==> config.mk <==
export PLATFORM = sky130hd
export DESIGN_NAME = dvp_frame_gen
export DESIGN_NICKNAME = d
export VERILOG_FILES = /design/src/rtl/dvp_pkg.sv /design/src/rtl/dvp_pixel_src.sv /design/src/rtl/dvp_frame_gen.sv
export SDC_FILE = /design/constraint.sdc
export NUM_CORES = 1
export LEC_CHECK = 0
export CORE_ASPECT_RATIO = 1.2
export CORE_MARGIN = 2
export CORE_UTILIZATION = 41
export DETAILED_ROUTE_END_ITERATION = 10
export GPL_TIMING_DRIVEN = 0
export PLACE_DENSITY_LB_ADDON = 0.2
export SLEW_MARGIN = 20
export SYNTH_ARGS = -nofsm -noshare
export SYNTH_HDL_FRONTEND = slang
export SYNTH_HIERARCHICAL = 1
export SYNTH_SLANG_ARGS = --single-unit
==> constraint.sdc <==
create_clock -name clk_25m -period 4.6 [get_ports clk_25m]
set_clock_uncertainty 0.1 [all_clocks]
set_input_delay 0.46 -clock clk_25m [delete_from_list [all_inputs] [get_ports clk_25m]]
set_output_delay 0.46 -clock clk_25m [all_outputs]
set_load 0.005 [all_outputs]
==> src/rtl/dvp_pkg.sv <==
// Shared types and constants for the synthetic DVP frame source:
// FSM states, pattern codes and the RGB565 colour-bar palette.
package dvp_pkg;

  typedef enum logic [2:0] {
    IDLE   = 3'd0,
    VSYNC  = 3'd1,
    VBACK  = 3'd2,
    LINE   = 3'd3,
    HBLANK = 3'd4,
    VFRONT = 3'd5
  } dvp_state_t;

  localparam logic [1:0] PAT_BARS  = 2'd0;
  localparam logic [1:0] PAT_XRAMP = 2'd1;
  localparam logic [1:0] PAT_CNT   = 2'd2;
  localparam logic [1:0] PAT_SOLID = 2'd3;

  localparam logic [15:0] BAR_WHITE   = 16'hFFFF;
  localparam logic [15:0] BAR_YELLOW  = 16'hFFE0;
  localparam logic [15:0] BAR_CYAN    = 16'h07FF;
  localparam logic [15:0] BAR_GREEN   = 16'h07E0;
  localparam logic [15:0] BAR_MAGENTA = 16'hF81F;
  localparam logic [15:0] BAR_RED     = 16'hF800;
  localparam logic [15:0] BAR_BLUE    = 16'h001F;
  localparam logic [15:0] BAR_BLACK   = 16'h0000;

  function automatic logic [15:0] bar_color(input logic [2:0] idx);
    case (idx)
      3'd0:    return BAR_WHITE;
      3'd1:    return BAR_YELLOW;
      3'd2:    return BAR_CYAN;
      3'd3:    return BAR_GREEN;
      3'd4:    return BAR_MAGENTA;
      3'd5:    return BAR_RED;
      3'd6:    return BAR_BLUE;
      default: return BAR_BLACK;
    endcase
  endfunction

  // Counter width able to hold 0..n-1, never narrower than one bit.
  function automatic int cnt_w(input int n);
    return (n <= 1) ? 1 : $clog2(n);
  endfunction

  function automatic int imax(input int a, input int b);
    return (a > b) ? a : b;
  endfunction

endpackage

==> src/rtl/dvp_pixel_src.sv <==
// Combinational pattern generator: maps (pattern, x, y, solid) to one
// RGB565 pixel.
module dvp_pixel_src
  import dvp_pkg::*;
#(
  parameter int H_ACTIVE = 640
) (
  input  logic [1:0]  pattern,
  input  logic [15:0] x,
  input  logic [7:0]  y,
  input  logic [15:0] solid,
  output logic [15:0] pixel
);

  localparam int BAR_W = H_ACTIVE / 8;

  logic [2:0] bar_idx;

  always_comb begin
    bar_idx = 3'(x / 16'(BAR_W));
    pixel   = 16'h0000;
    case (pattern)
      PAT_BARS:  pixel = bar_color(bar_idx);
      PAT_XRAMP: pixel = x;
      PAT_CNT:   pixel = {y, x[7:0]};
      PAT_SOLID: pixel = solid;
      default:   pixel = 16'h0000;
    endcase
  end

endmodule

==> src/rtl/dvp_frame_gen.sv <==
// Synthetic OV5640-style DVP source: frame timing FSM plus registered
// vsync/href/byte outputs carrying RGB565 test patterns, high byte first.
module dvp_frame_gen
  import dvp_pkg::*;
#(
  parameter int H_ACTIVE  = 640,
  parameter int V_ACTIVE  = 480,
  parameter int H_BLANK   = 144,
  parameter int VSYNC_LEN = 8,
  parameter int V_BACK    = 32,
  parameter int V_FRONT   = 16
) (
  input  logic        clk_25m,
  input  logic        sys_rst,
  input  logic        enable,
  input  logic [1:0]  pattern_sel,
  input  logic [15:0] solid_rgb,
  output logic        dvp_vsync,
  output logic        dvp_href,
  output logic [7:0]  dvp_d,
  output logic        busy,
  output logic        frame_done,
  output logic [15:0] frame_cnt
);

  localparam int LINE_LEN = 2 * H_ACTIVE;
  localparam int PH_MAX   = imax(imax(imax(LINE_LEN, H_BLANK), imax(VSYNC_LEN, V_BACK)), V_FRONT);
  localparam int PH_W     = cnt_w(PH_MAX);
  localparam int Y_W      = cnt_w(V_ACTIVE);

  dvp_state_t      state_q, state_d;
  logic [PH_W-1:0] ph_q, ph_d;
  logic [Y_W-1:0]  y_q, y_d;
  logic            frame_end;
  logic [1:0]      pat_q;
  logic [15:0]     solid_q;
  logic [15:0]     pixel;

  // ph counts cycles spent in the current state; in LINE it is the byte index.
  always_comb begin
    state_d   = state_q;
    ph_d      = ph_q + 1'b1;
    y_d       = y_q;
    frame_end = 1'b0;
    case (state_q)
      IDLE: begin
        ph_d = '0;
        y_d  = '0;
        if (enable) state_d = VSYNC;
      end
      VSYNC: begin
        if (ph_q == PH_W'(VSYNC_LEN - 1)) begin
          state_d = VBACK;
          ph_d    = '0;
        end
      end
      VBACK: begin
        if (ph_q == PH_W'(V_BACK - 1)) begin
          state_d = LINE;
          ph_d    = '0;
          y_d     = '0;
        end
      end
      LINE: begin
        if (ph_q == PH_W'(LINE_LEN - 1)) begin
          state_d = HBLANK;
          ph_d    = '0;
        end
      end
      HBLANK: begin
        if (ph_q == PH_W'(H_BLANK - 1)) begin
          ph_d = '0;
          if (y_q < Y_W'(V_ACTIVE - 1)) begin
            state_d = LINE;
            y_d     = y_q + 1'b1;
          end else begin
            state_d = VFRONT;
          end
        end
      end
      VFRONT: begin
        if (ph_q == PH_W'(V_FRONT - 1)) begin
          ph_d      = '0;
          frame_end = 1'b1;
          state_d   = enable ? VSYNC : IDLE;
        end
      end
      default: begin
        state_d = IDLE;
        ph_d    = '0;
        y_d     = '0;
      end
    endcase
  end

  // Pixel is computed from next-state coordinates so the byte lands in the
  // same register stage as href and vsync.
  dvp_pixel_src #(
    .H_ACTIVE(H_ACTIVE)
  ) u_pixel_src (
    .pattern(pat_q),
    .x      (16'(ph_d >> 1)),
    .y      (8'(y_d)),
    .solid  (solid_q),
    .pixel  (pixel)
  );

  always_ff @(posedge clk_25m) begin
    if (sys_rst) begin
      state_q    <= IDLE;
      ph_q       <= '0;
      y_q        <= '0;
      pat_q      <= PAT_BARS;
      solid_q    <= 16'h0000;
      dvp_vsync  <= 1'b0;
      dvp_href   <= 1'b0;
      dvp_d      <= 8'h00;
      busy       <= 1'b0;
      frame_done <= 1'b0;
      frame_cnt  <= 16'h0000;
    end else begin
      state_q <= state_d;
      ph_q    <= ph_d;
      y_q     <= y_d;
      if (state_d == VSYNC && state_q != VSYNC) begin
        pat_q   <= pattern_sel;
        solid_q <= solid_rgb;
      end
      dvp_vsync  <= (state_d == VSYNC);
      dvp_href   <= (state_d == LINE);
      dvp_d      <= (state_d == LINE) ? (ph_d[0] ? pixel[7:0] : pixel[15:8]) : 8'h00;
      busy       <= (state_d != IDLE);
      frame_done <= (state_d == VFRONT) && (ph_d == PH_W'(V_FRONT - 1));
      if (frame_end) frame_cnt <= frame_cnt + 16'd1;
    end
  end

endmodule

### Yosys cells after proc, flatten, opt, wreduce, memory -nomap -nowiden

Cells that the tools add are included.

| cells by class | value |
|---|---|
| $add $sub $neg | 3 |
| div/mod/pow operators | 1 |
| magnitude comparators | 1 |
| equal/unequal tests | 27 |
| multiplexer cells | 24 |
| bitwise gates (word level) | 2 |
| reduce and logical (&&, ||, !) cells | 9 |

Operators with widths:

| kind | number |
|---|---|
| case mux 16 bit (7 select lines) | 1 |
| case mux 16 bit (4 select lines) | 1 |
| 2-to-1 mux 11 bit | 5 |
| case mux 11 bit (5 select lines) | 1 |
| 2-to-1 mux 9 bit | 3 |
| case mux 9 bit (3 select lines) | 1 |
| == test 11 x 4 -> 1 bit (second input constant) | 2 |
| 2-to-1 mux 3 bit | 7 |
| == test 3 bit (second input constant) | 6 |
| case mux 3 bit (6 select lines) | 1 |
| adder 16 x 1 -> 16 bit (second input constant) | 1 |
| divider 10 x 7 -> 16 bit (second input constant) | 1 |
| == test 3 x 2 -> 1 bit (second input constant) | 5 |
| adder 11 x 1 -> 11 bit (second input constant) | 1 |
| == test 11 bit (second input constant) | 1 |
| == test 11 x 3 -> 1 bit (second input constant) | 1 |
| == test 11 x 5 -> 1 bit (second input constant) | 1 |
| == test 11 x 8 -> 1 bit (second input constant) | 1 |
| adder 9 x 1 -> 9 bit (second input constant) | 1 |
| == test 3 x 1 -> 1 bit (second input constant) | 3 |
| < comparator 9 bit (second input constant) | 1 |
| 2-to-1 mux 8 bit | 1 |
| logical NOT 3 bit | 2 |
| inequality test 2 bit (second input constant) | 3 |
| 11 further kinds | 16 |

| storage, ports and cells | value |
|---|---|
| flip-flop bits (word level) | 69 |
| input bits | 21 |
| output and inout bits | 28 |
| word-level logic and storage cells | 79 |

### Logic depth before layout (Yosys ltp)

| depth | value |
|---|---|
| word-level depth | 8 |
| mapped depth | 20 |
| depth with buffers taken out | 17 |

### Cells and area by module

The synthesis kept the hierarchy.

By module, submodules not included:

| module | instances | cells an instance | area each (µm²) | seq. area each (µm²) |
|---|---|---|---|---|
| dvp_frame_gen | 1 | 390 | 3299.4 | 1381.3 |
| dvp_pixel_src | 1 | 167 | 1186.1 | 0.0 |

### Least setup slack after synthesis

OpenSTA, ideal clock, no wires.

| timing | value |
|---|---|
| kind | reg2reg |
| from | reg ph_q[0] |
| to | reg dvp_d[4] |
| library setup time | 71 ps |
| arrival | 3889 ps |
| data required time | 4429 ps |
| setup slack | 540 ps |
| cell stages (with the launch flop) | 20 |
| path buffers | 3 |
| period minus slack after synthesis | 4060 ps |
| cell sequence | dfxtp_1 -> ha_1 -> nor4b_4 -> o2111ai_2 -> a22oi_4 -> and3_1 -> buf_6 -> buf_8 -> nor2_1 -> clkbuf_1 -> inv_1 -> a311o_1 -> o32a_1 -> o221ai_2 -> or2_1 -> mux2_1 -> a2111o_1 -> nand3_1 -> nand2_1 -> a21oi_1 |

| between the ends | value |
|---|---|
| word-level cells in the longest chain between the ends | 8 |
| elaborated cells on any way between the ends | 35 |
| classes of those cells | add/sub: 1; div: 1; eq/ne: 12; mux: 18; bitwise: 1; reduce/logical: 2 |

RTL lines:

| element | line | text |
|---|---|---|
| start: declaration | dvp_frame_gen.sv:32 | `logic [PH_W-1:0] ph_q, ph_d;` |
| start signal: assignment | dvp_frame_gen.sv:123 | `ph_q <= ph_d;` |
| adder 11 x 1 -> 11 bit, or another cell as far along | dvp_frame_gen.sv:42 | `ph_d = ph_q + 1'b1;` |
| 2-to-1 mux 11 bit (on tied branches) | -- |  |
| case mux 11 bit (5 select lines) (*) | dvp_frame_gen.sv:45 | `case (state_q)` |
| named net ph_d[10] | dvp_frame_gen.sv:32 |  |
| divider 10 x 7 -> 16 bit (*) | dvp_pixel_src.sv:20 | `bar_idx = 3'(x / 16'(BAR_W));` |
| == test 3 bit, or another cell as far along | dvp_pkg.sv:29 | `case (idx)` |
| case mux 16 bit (7 select lines) (*) | dvp_pkg.sv:29 |  |
| case mux 16 bit (4 select lines) (*) | dvp_pixel_src.sv:22 | `case (pattern)` |
| named net pixel[4] | dvp_frame_gen.sv:37 | `logic [15:0] pixel;` |
| 2-to-1 mux 8 bit (*) | dvp_frame_gen.sv:131 | `dvp_d <= (state_d == LINE) ? (ph_d[0] ? pixel[7:0] : pixel[15:8]) : 8'h00;` |
| end signal: assignment | dvp_frame_gen.sv:131 |  |
| end: declaration | dvp_frame_gen.sv:20 | `output logic [7:0] dvp_d,` |

The timed path passes the listed nets; every way through them passes the cells marked *. The select of a mux whose other input is x is not followed.
A chain may end at the register's enable or synchronous reset.

### Final worst setup path

| timing | value |
|---|---|
| from | reg ph_q[3] |
| to | reg dvp_d[0] |

The elaborated chain is that of the path after synthesis.

==> flow_summary.json <==
{
  "clockBufferDepth": 2,
  "wl_um": 12100,
  "final_max_slew_viol_count": 0,
  "synth_top_flop_cell": "dfxtp_1",
  "synth_area_um2": 4490,
  "path_class": "flip-flop to flip-flop",
  "dr_total_vias": 4364,
  "ys.warnings.count": 6,
  "worstSetupStartpointType": "flip-flop",
  "clock_latency_ps": 340,
  "cp-startpoint": "ph_q[3]",
  "drt_drc_violations_left": 0,
  "hold_buffers": 0,
  "fin_hold_ws_ps": 353,
  "dr.pass1.iters": 5,
  "clockRootBuffer": "clkbuf_16",
  "tightest_slew_ps": 702,
  "dieArea_um2": 11800,
  "port_buffers": 47,
  "ant_nets": 0,
  "clk_pin_slew_ps": 50,
  "fillerInstances": 1022,
  "finalSetupViolations": 0,
  "grt_usage": 0.204,
  "cap_violations": 0,
  "pwr_density_cell_nw_per_um2": 272,
  "avgViaCountPerCell": 5.59,
  "fin_crit_ps": 4390,
  "die-height_um": 119,
  "antenna_found_initial": 0,
  "ir_drop_uv": 128,
  "critical_path_required_ps": 4730,
  "status": "finished clean",
  "grt_max_degree": 12,
  "initial_core_util": 0.424,
  "wl_per_cell_um": 15.5,
  "slew_headroom": 0.530,
  "hold_viol_final": 0,
  "yosysSeqAreaShare": 0.308,
  "first_global_vias": 4055,
  "io_pins": 49,
  "final.period_utilization": 0.954,
  "yosys-top-cells-area": "dfxtp_1 (31%), nand2_1 (6.1%), a21oi_1 (3.9%)",
  "min_path_type": "flip-flop to flip-flop",
  "post-route-util": 0.524,
  "preCtsSetupSlack_ps": -397,
  "layout-drive-gt1-share": 0.121,
  "cts_inserted_buffers": 9,
  "synth_top_area_share": 0.308,
  "die_x_um": 99.5,
  "grt_pass1_wl_um": 19400,
  "leakagePower_uw": 0.00206,
  "cts_htree_levels": 3,
  "synth_cell_type_count": 83,
  "max_freq_mhz": 228,
  "cts_tree": "built",
  "place.detailed.hpwl_um": 9110,
  "rsz0062_at_grt": "no",
  "synth_area_leader_cell": "dfxtp_1",
  "dp.cells": 761,
  "syn_inst": 557,
  "synthToLayoutAreaGrowth_pct": 23.4,
  "final_cells": 781,
  "r2r-start": "ph_q[3]",
  "overflow": 0,
  "cts_num_sinks": 69,
  "reg2reg_slack_ps": 210,
  "worst_slack_ps": 211,
  "diodes": 0,
  "layout_commonest_cell": "nand2_1",
  "worstPathArrival_ps": 4520,
  "cp-end-kind": "flip-flop",
  "hold_start": "solid_q[14]",
  "path_max_fanout": 10,
  "power_uw": 1510,
  "drt_iter0_drc": 166,
  "layout_common_cells": "nand2_1 (73), dfxtp_1 (69), clkdlybuf4s50_1 (47)",
  "rows": 41,
  "gp_congestion": 0.915,
  "synth_edf_count": 0,
  "nets": 671,
  "coreArea_um2": 10600,
  "async_reset_ff_frac": 0,
  "ys_ff_latch": 69,
  "synth_area_per_cell_um2": 8.05
}
-- flip-flops by register name, summed over array words and instances (netlist names) --
| name | count |
|---|---|
| frame_cnt | 16 |
| solid_q | 16 |
| ph_q | 11 |
| y_q | 9 |
| dvp_d | 8 |
| state_q | 3 |
| pat_q | 2 |
| busy | 1 |
| dvp_href | 1 |
| dvp_vsync | 1 |
| frame_done | 1 |
-- worst paths after layout --
path / end / depth (start not counted)
worst min-delay path: solid_q[14] / 2
worst min register to register: solid_q[14] / 2
worst max register to register: dvp_d[0] / 17
worst max-delay path: dvp_d[0] / 17
-- layer usage --
metal / track usage / vias up / share of wire
li1: - / 2181 / -
met1: 0.247 / 2038 / 0.43
met2: 0.360 / 115 / 0.50
met3: 0.0319 / 30 / 0.042
met4: 0.0771 / 0 / 0.023
met5: 0 / - / 0
-- Yosys cell counts, drive strengths merged, types with 8 or more instances --
cell and instances:
nor2 42, nand2 73, a21oi 36, nand3 20
nor2b 17, xor2 13, dfxtp 69, nand2b 9
buf 21, nor3b 8, clkbuf 15, nand4 18
xnor2 14, a221o 11, a31oi 8, inv 17
o21ai 33, nor3 21
-- power by group --
| group | leakage [uW] | total (uW) | internal (uW) | switching [uW] |
|---|---|---|---|---|
| clock | 0.000129 | 615 | 361 | 255 |
| sequential | 0.000559 | 619 | 611 | 7.67 |
| combinational | 0.00137 | 273 | 120 | 153 |
| total | 0.00206 | 1510 | 1090 | 415 |
-- per-stage QoR --
stage          setup TNS [ps]  instance area [um2]
3_5_place_dp            -2520                 5220
6_report                    0                 5530
4_1_cts                     0                 5500
2_1_floorplan               0                 4590
5_1_grt                     0                 5530
3_3_place_gp            -1830                 5220
-- kinds of logic after synthesis --
logic type,after synthesis,synth area share
buffers and inverters,53,0.0630
adders and majority gates,4,0.0106
AOI/OAI and AO/OA,143,0.234
xor gates and xnor gates,27,0.0544
muxes,6,0.0148
other,1,0.000836
DFF,69,0.308
and+or+nand+nor,254,0.315
-- critical path, cell delays in order, from the launching register on --
cell      delay (ps)
dfxtp_1          500
and4_1           240
clkbuf_1         290
nand4_1          220
a22oi_4          270
and3_1           210
buf_6            130
buf_8            140
nor2_1           130
clkbuf_2         250
nor2_1           150
o21ai_1           80
a22o_2           320
mux2_1           320
a2111o_1         510
nand3_1          130
nand2_1           50
a21oi_1          250
-- cell type report --
| type | instances | area, um2 | area share |
|---|---|---|---|
| tap | 129 | 161 | 0.0292 |
| clock buffer | 11 | 233 | 0.0421 |
| multi-input combinational | 463 | 2940 | 0.531 |
| buffer | 34 | 213 | 0.0384 |
| timing repair buffer | 53 | 515 | 0.0931 |
| inverter | 17 | 63.8 | 0.0115 |
| clock inverter | 5 | 27.5 | 0.00497 |
| sequential | 69 | 1380 | 0.250 |
-- timing repair --
action | 4_1_cts | 5_1_grt
setup buffers | 2 | 4
gates resized for setup | 2 | 7
endpoints found under the setup margin | 8 | 8
pin swaps | 0 | 0
(Power assumes the default switching activity.)
